<file path="config.mk">
export PLATFORM = sky130hd
export DESIGN_NAME = fetch_unit
export DESIGN_NICKNAME = d
export VERILOG_FILES = /design/src/rtl/cpu_types_pkg.sv /design/src/rtl/fetch_unit.sv
export SDC_FILE = /design/constraint.sdc
export NUM_CORES = 1
export LEC_CHECK = 0
export ABC_AREA = 1
export BUFFER_PORTS_ARGS = -buffer_cell sky130_fd_sc_hd__buf_2
export CAP_MARGIN = 20
export CORE_AREA = 2 2 126 128
export CTS_CLUSTER_DIAMETER = 150
export CTS_CLUSTER_SIZE = 40
export DETAILED_ROUTE_END_ITERATION = 16
export DIE_AREA = 0 0 128 130
export SETUP_SLACK_MARGIN = 0.5
export SLEW_MARGIN = 15
export SYNTH_ARGS = -nofsm -noshare
export SYNTH_HDL_FRONTEND = slang
export SYNTH_SLANG_ARGS = --single-unit
</file>
<file path="constraint.sdc">
create_clock -name CLK -period 1.79 [get_ports CLK]
set_input_delay 0.179 -clock CLK [delete_from_list [all_inputs] [get_ports CLK]]
set_output_delay 0.179 -clock CLK [all_outputs]
set_load 0.03 [all_outputs]
</file>
<file path="src/rtl/cpu_types_pkg.sv">
// Shared CPU types used by the fetch unit.
//   word_t        : 32-bit machine word
//   ramstate_t    : instruction memory status (FREE, BUSY, ACCESS, ERROR)
//   opcode_t      : opcode field [6:0] values the fetch unit cares about
//   fetch_state_t : fetch unit FSM states (FETCH, HALTED, ERR)
//   RESET_PC_DEFAULT : default PC loaded on reset
package cpu_types_pkg;

    typedef logic [31:0] word_t;

    typedef enum logic [1:0] {
        FREE   = 2'd0,
        BUSY   = 2'd1,
        ACCESS = 2'd2,
        ERROR  = 2'd3
    } ramstate_t;

    typedef enum logic [6:0] {
        OP_IMM = 7'h13,
        HALT   = 7'h7F
    } opcode_t;

    typedef enum logic [1:0] {
        FETCH  = 2'd0,
        HALTED = 2'd1,
        ERR    = 2'd2
    } fetch_state_t;

    localparam word_t RESET_PC_DEFAULT = 32'h0000_0000;

endpackage

</file>
<file path="src/rtl/fetch_unit.sv">
// Instruction fetch unit with a one-entry output register towards decode.
// Issues a read at PC whenever the output slot is free (or being drained
// this cycle) and no redirect is pending; captures data on ACCESS.
//
// Optional feature: define FETCH_MISALIGN_CHECK_EN to turn misaligned
// redirect targets into a sticky fault instead of silently aligning them.
//
// Ports:
//   CLK, RST        : clock, synchronous active-high reset
//   iREN, iaddr     : instruction memory read request and address (PC)
//   iload, ramstate : instruction data and memory status
//   out_valid/out_ready/out_instr/out_pc : handshake towards decode
//   redirect_valid, redirect_pc : branch/jump redirect
//   halted, fetch_error : status (HALT opcode seen, sticky fault)
module fetch_unit
    import cpu_types_pkg::*;
#(
    parameter word_t RESET_PC = RESET_PC_DEFAULT
) (
    input  logic      CLK,
    input  logic      RST,
    output logic      iREN,
    output word_t     iaddr,
    input  word_t     iload,
    input  ramstate_t ramstate,
    output logic      out_valid,
    input  logic      out_ready,
    output word_t     out_instr,
    output word_t     out_pc,
    input  logic      redirect_valid,
    input  word_t     redirect_pc,
    output logic      halted,
    output logic      fetch_error
);

    fetch_state_t state;
    word_t        pc;
    word_t        pc_plus4;
    word_t        redirect_aligned;
    logic         misaligned;
    logic         capture;
    logic         mem_fault;
    logic         drained;

    assign iaddr            = pc;
    assign pc_plus4         = pc + 32'd4;          // wraps naturally at 2^32
    assign redirect_aligned = redirect_pc & 32'hFFFF_FFFC;

`ifdef FETCH_MISALIGN_CHECK_EN
    assign misaligned = |redirect_pc[1:0];
`else
    assign misaligned = 1'b0;
`endif

    // Request only when the output slot frees up this cycle; a redirect
    // suppresses the request because the data would be thrown away.
    assign iREN      = (state == FETCH) && (!out_valid || out_ready) && !redirect_valid;
    assign capture   = iREN && (ramstate == ACCESS);
    assign mem_fault = iREN && (ramstate == ERROR);
    assign drained   = out_valid && out_ready;

    always_ff @(posedge CLK) begin
        if (RST) begin
            state       <= FETCH;
            pc          <= RESET_PC;
            out_valid   <= 1'b0;
            out_instr   <= '0;
            out_pc      <= '0;
            halted      <= 1'b0;
            fetch_error <= 1'b0;
        end else if (state == ERR) begin
            // Frozen until reset; decode may still drain what it holds.
            if (drained)
                out_valid <= 1'b0;
        end else if (redirect_valid) begin
            out_valid <= 1'b0;
            halted    <= 1'b0;
            if (misaligned) begin
                state       <= ERR;
                fetch_error <= 1'b1;
            end else begin
                state <= FETCH;
                pc    <= redirect_aligned;
            end
        end else if (capture) begin
            out_instr <= iload;
            out_pc    <= pc;
            out_valid <= 1'b1;
            pc        <= pc_plus4;
            // HALT is still handed to decode; fetching stops after it.
            if (iload[6:0] == HALT) begin
                state  <= HALTED;
                halted <= 1'b1;
            end
        end else begin
            if (drained)
                out_valid <= 1'b0;
            if (mem_fault) begin
                state       <= ERR;
                fetch_error <= 1'b1;
            end
        end
    end

endmodule

</file>
After elaboration in Yosys (flattened, before gate mapping):

Cells that the tools add are included.

* bits in registers: 101
* logic and storage cells: 46
* input bits: 70
* output and inout bits: 100

* equality and inequality tests: 5
* multiplexer cells: 13
* reductions and logical operators: 17
* bitwise logic cells: 3
* add/sub/neg operators: 1

Operators with widths (number)
* $mux 32: 2
* $add 32x3->32 const B: 1
* $reduce_and 3->1: 3
* $mux 2: 4
* $eq 7x7->1 const B: 1
* $mux 1: 7
* $eq 2x2->1 const B: 3
* $logic_and 1x1->1: 5
* $reduce_and 4->1: 1
* $reduce_bool 2->1: 2
* $ne 3x2->1 const B: 1
* $not 1->1: 3
* $reduce_bool 3->1: 1
* $logic_not 1->1: 2
* $logic_not 2->1: 1
* $reduce_and 2->1: 1
* $logic_or 1x1->1: 1

Longest topological paths before layout:

Gate-level depths: netlist of the first run.

* word-level depth: 8
* gate-level depth with buffers: 11
* depth with buffers taken out: 10

Worst setup path before layout of the first run:

OpenSTA, ideal clock, no wires.

* kind: reg2reg
* from: register pc[3] (netlist: iaddr[3])
* to: register pc[24] (netlist: iaddr[24])
* path slack: 0.080 ns
* required time: 1.659 ns
* data arrival time: 1.579 ns
* stages on the path, launching flop included: 11
* setup time: 0.131 ns
* cell sequence: dfxtp_1 ha_1 nand2_1 nor2_2 nand2_1 nor2_2 nand2_1 nand2_1 nand3_1 nand2_1 a21oi_2

* cells in the longest elaborated chain, start to end: 3

Ends and longest elaborated chain
* start: declaration: line fetch_unit.sv:37 `word_t pc;`
* start signal: assignment: line fetch_unit.sv:83 `pc <= redirect_aligned;`
* start signal: assignment: line fetch_unit.sv:89 `pc <= pc_plus4;`
* $add 32x3->32: line fetch_unit.sv:46 `assign pc_plus4 = pc + 32'd4;`
* $mux 32: line fetch_unit.sv:85 `end else if (capture) begin`
* $mux 32: line fetch_unit.sv:75 `end else if (redirect_valid) begin`

Every way passes these cells. The select of a mux whose other input is x is not followed.
A chain may end at the register's enable or synchronous reset.

Final worst setup path of the first run:

* from: register pc[3] (netlist: iaddr[3])
* to: register pc[21] (netlist: iaddr[21])

Same word-level chain as after synthesis.

==> metrics, run 1 <==
distinct cell type count after synthesis 28; Layout Nets 950; RSZ-0062 raised after global routing true; Seq/Total Area, Yosys 0.434; predominant post-synthesis flop cell dfxtp_1; worst vdd ir 0.000433 V; TNS Setup 0 ps; grt total ovfl 0; post-synth top area share 0.434; CTS Root Cell clkbuf_16; Final Critical Period 1500 ps; period utilization 0.835; starting density of the core 0.290; max frequency 669 MHz; row count 46; Pwr per Cell Area 794 nW/um^2; Synth Register Bits 97; clk_lat worst skew 350 ps; first-pass GRT wire length 24.1 mm; # port buffers 163; EDFF count, synth 0; DP HPWL 9.99 mm; antenna violations before repair 0; Sequential Area 2000 sq um; Fin Clk Skew 8.44 ps; CTS Buffer Depth 2; clock sinks 97; Inserted Clock Buffers 9; CP Capture Type register; antenna viol nets, final 0; DP Area 5660 sq um; Layout Cell Area excl Fill 7580 sq um; cells after synthesis 663; clk slew on worst S/H paths 70 ps; largest net degree at the start of global routing 51; layout cells sized above 1 0.502; DR vias 5,015; Final Hold Fails 0; element type at the critical path start register; die footprint 16,600 sq um; GRT Total Usage 0.186; final setup violation count 0; most used cell, CP nand2_1; top cells by area, synth dfxtp_1 43%, nor2_1 12%, nand2_1 12%, o21ai_0 10%, a21oi_1 5.3%; final wirelength 16.0 mm; # hold bufs at CTS 0; GP Congestion 0.823; IO Pins 170; syn_area_per_cell 6.75 sq um; Core Area 15,400 sq um; # DRC 0; Slew Limit Fails 0; mapped cell area 4480 sq um; CTS tree yes; critical path arrival 1730 ps; Synth async-reset ratio 0; CP max stage cell dfxtp_4; Final Non-Filler Cells 1,076; leak pwr 0.00334 uW; kind of critical path reg2reg; Via density 4.66; Cells after DPL 998; Max-Cap Viols 0; DIE WIDTH 128 um; Multi-input gate area 2940 sq um; CP peak stage delay 400 ps; Crit path required time 2030 ps; height of the die 130 um; H-tree depth 3; hold_ws 72.9 ps; WL per Instance 14.9 um; drt initial violations 234; Synthesis Warnings 0; final core occ 0.491; drt pass-1 iters 4; status finished, final reports clean; vias in the first global route 4,573; Max FO, Critical Path 6; Synth area leader dfxtp_1; Min-Delay Path Class in2reg; ant diodes 0; synthesis-to-finish area growth 69.3%; Filler Cells Inserted 1,497; crit-path cells buf_6 -> nand2_4 -> nor2_4 -> buf_6 -> nand2_8 -> nor2_4 -> nand2_1 -> nand2_1 -> nand3_1 -> nand2_1 -> a21oi_1
layout make-up:
type / instances / area share
multi-input combinational: 491 / 0.387
sequential: 97 / 0.264
timing repair buffer: 235 / 0.233
tap: 192 / 0.0317
clock buffer: 9 / 0.0297
inverter: 39 / 0.0249
timing repair inverter: 6 / 0.0158
clock inverter: 7 / 0.0132
timing repair:
action / in CTS / in global routing
pin swaps: 36 / 42
gates resized for setup: 151 / 145
setup endpoints to repair: 96 / 97
gates cloned: 11 / 1
buffers inserted: 33 / 17
stage by stage:
step | setup slack, ps | total power (uW)
3_5_place_dp | 104 | 3500
5_1_grt | 196 | 6290
4_1_cts | 302 | 5920
2_1_floorplan | 334 | 3170
6_report | 295 | 6010
3_3_place_gp | 152 | 3500
critical path, delay by kind of cell (launching register included):
family,cells,cell delay [ps]
AND/OR/NAND/NOR,8,700
flip-flops,1,400
AO/OA/AOI/OAI,1,50
buffers and inverters,2,240
state kept, by name, summed over array words and instances, names as in the netlist:
signal       cells
out_pc          30
iaddr           30
out_instr       32
halted           1
out_valid        1
state            2
fetch_error      1
power by group:
part / switching (uW) / internal [uW]
clock network: 902 / 1240
registers: 143 / 2300
logic: 871 / 557
total: 1920 / 4100
placed cells by master, fill, tap and decap left out, types with 4 or more instances in the layout:
cell type and n:
inv_1 36, nand2_2 8, a21oi_1 21, dfxtp_4 11, buf_4 28, dfxtp_1 71
o21ai_2 37, o21ai_4 10, nand2_4 11, buf_2 162, nor2_4 25, o21ai_1 25
nand2_1 119, buf_12 12, o21ai_0 21, buf_8 6, a31oi_1 6, clkbuf_16 10
conb_1 4, nor2_1 100, nand3_1 28, buf_6 20, a21oi_2 28, nor2_2 31
buf_16 6, dfxtp_2 15
path summary, 6_finish.rpt:
| path | from | end | slack (ps) | cells after the start |
|---|---|---|---|---|
| worst max-delay path | iaddr[3]$_SDFFE_PP0P_ | iaddr[21]$_SDFFE_PP0P_ | 290 | 11 |
| worst min-delay path | iload[27] | out_instr[27]$_SDFFE_PP0P_ | 70 | 3 |
| worst max register to register | iaddr[3]$_SDFFE_PP0P_ | iaddr[21]$_SDFFE_PP0P_ | 290 | 11 |
| worst min register to register | out_instr[5]$_SDFFE_PP0P_ | out_instr[5]$_SDFFE_PP0P_ | 460 | 2 |
kinds of logic (layout without fill, tap and decap cells):
group / Yosys count / after routing / share of synthesized area
compound gates: 148 / 148 / 0.169
xor+xnor: 7 / 7 / 0.0137
fa+ha+maj: 1 / 1 / 0.00279
buf+inv: 78 / 296 / 0.0802
flops: 97 / 97 / 0.434
other cells: 1 / 4 / 0.000838
simple gates: 331 / 331 / 0.300
cell usage after synthesis, types with 3 or more instances:
cell and count:
nand2_1 138, xnor2_1 5, clkbuf_1 18, nor2_2 4, inv_1 37, buf_2 7
a31oi_1 6, o21ai_0 93, a21oi_1 47, dfxtp_1 97, nor2_4 3, nand3_1 29
nor2_1 149, buf_4 9, buf_6 3
routing by layer:
layer | wire length [um] | vias up | global-route usage | part of all wire
li1 | - | 2564 | - | -
met5 | 0 | - | 0 | 0
met1 | 7120 | 2289 | 0.239 | 0.44
met2 | 7830 | 142 | 0.313 | 0.49
met4 | 297 | 0 | 0.0627 | 0.019
met3 | 800 | 20 | 0.0394 | 0.050
No activity file was read; power rests on OpenSTA's default activity.
==> inputs of run 2 (changes only) <==
==> constraint.sdc (replaced) <==
create_clock -name CLK -period 1.3 [get_ports CLK]
set_input_delay 0.13 -clock CLK [delete_from_list [all_inputs] [get_ports CLK]]
set_output_delay 0.13 -clock CLK [all_outputs]
set_load 0.03 [all_outputs]
==> metrics, run 2 (same netlist as run 1, synthesis figures left out) <==
DP HPWL 10.8 mm; Fin Clk Skew 10.9 ps; antenna violations before repair 0; Bufs and invs on worst path 2; Max-Cap Viols 0; final wirelength 19.0 mm; Slew Limit Fails 0; Crit path required time 1580 ps; Internal 5930 uW; sequential power share 0.387; GRT Total Usage 0.186; switching share of power 0.320; DIE WIDTH 128 um; most used cell, CP nand2_4; Filler Cells Inserted 1,291; antenna viol nets, final 0; drt pass-1 iters 5; vias in the first global route 4,750; synthesis-to-finish area growth 104%; part of the power in combinational logic 0.303; height of the die 130 um; # DRC 0; final core occ 0.593; CP max stage cell dfxtp_4; largest net degree at the start of global routing 54; Inserted Clock Buffers 9; max frequency 656 MHz; CTS Root Cell clkbuf_16; Layout Nets 1,036; Setup WS post-layout -223 ps; CTS tree yes; Core Area 15,400 sq um; violations in the final reports negative setup slack; element type at the critical path start register; RSZ-0062 raised after global routing true; most frequent cells in the layout 148 x buf_6, 103 x nand2_1, 83 x nor2_1, 81 x buf_4, 78 x dfxtp_2; # hold bufs at CTS 0; Final Hold Fails 0; starting density of the core 0.290; crit-path cells ha_4 -> nand2_4 -> nor2_4 -> nand2_4 -> buf_4 -> buf_6 -> xnor2_2 -> nand2_2 -> a31oi_4; worst vdd ir 0.000557 V; GP Congestion 0.818; Multi-input gate area 3080 sq um; Min-Delay Path Class in2reg; Top reg by flops out_instr; CP Capture Type register; status complete, but fails checks; Sequential Area 2110 sq um; CTS Buffer Depth 2; critical path arrival 1800 ps; layout cells sized above 1 0.651; clock sinks 97; ant diodes 0; leak pwr 0.00396 uW; drt initial violations 264; Pwr per Cell Area 954 nW/um^2; CP peak stage delay 370 ps; first-pass GRT wire length 24.1 mm; final setup violation count 97; DR vias 5,613; Max FO, Critical Path 3; Top delay family on crit path simple AND/OR/NAND/NOR gates; most common cell after layout, fill and taps aside buf_6; NetSw 2800 uW; # port buffers 163; clk_lat worst skew 350 ps; Via density 4.83; die footprint 16,600 sq um; grt total ovfl 0; WL per Instance 16.4 um; Largest register FFs 32; clock power share 0.310; IO Pins 170; hold_ws 6.88 ps; Final Critical Period 1520 ps; kind of critical path reg2reg; H-tree depth 3; period utilization 1.17; clk slew on worst S/H paths 70 ps; row count 46
-- run 2: routing by layer --
metal / vias to the layer above / global-route usage / wire [um]
li1: 2742 / - / -
met1: 2620 / 0.233 / 7870
met2: 213 / 0.318 / 9590
met3: 38 / 0.0496 / 1180
met4: 0 / 0.0485 / 410
met5: - / 0 / 0
-- run 2: worst paths after layout --
| kind | start | end | slack (ps) | depth (start not counted) |
|---|---|---|---|---|
| setup / recovery | iaddr[2]$_SDFFE_PP0P_ | iaddr[10]$_SDFFE_PP0P_ | -220 | 9 |
| hold / removal | iload[28] | out_instr[28]$_SDFFE_PP0P_ | 7 | 3 |
| setup reg to reg | iaddr[2]$_SDFFE_PP0P_ | iaddr[10]$_SDFFE_PP0P_ | -220 | 9 |
| hold reg to reg | out_instr[8]$_SDFFE_PP0P_ | out_instr[8]$_SDFFE_PP0P_ | 480 | 2 |
-- run 2: final cells by class --
type                    count  share of cell area
repair inverters            4             0.00752
flip-flops and latches     97               0.230
clock inverters             6             0.00725
clock buffers               9              0.0246
inverters                  39              0.0207
multi-input cells         491               0.337
well taps                 192              0.0263
repair buffers            323               0.347
-- run 2: metrics by stage --
stage	instances	TNS [ps]	total power (uW)	setup WS [ps]	cell area (sq um)
6_report	1161	-10750	8720	-223	9150
5_1_grt	1161	-17020	9100	-300	9150
4_1_cts	1092	-2770	8080	-129	7260
3_5_place_dp	1055	-6120	4990	-237	6150
3_3_place_gp	1055	-4680	4980	-191	6150
2_1_floorplan	666	-10390	4370	-156	4700
-- run 2: repair_timing --
item	4_1_cts	5_1_grt
pin swaps	29	51
buffers inserted	20	56
gates cloned	2	13
gates resized for setup	238	446
setup endpoints to repair	193	193
-- run 2: worst min-delay path, delay by kind of cell --
family	cells	cell delay, ps
buffers and inverters	1	100
AOI/OAI and AO/OA	1	50
and+or+nand+nor	1	50
-- run 2: power groups by stage --
stage | registers (uW) | clock network, uW | logic, uW
after CTS | 3310 | 2780 | 1990
final | 3380 | 2700 | 2650
after global routing | 3390 | 2900 | 2810
after floorplan | 3730 | 0 | 638
after global placement | 3350 | 0 | 1630
after detailed placement | 3350 | 0 | 1640
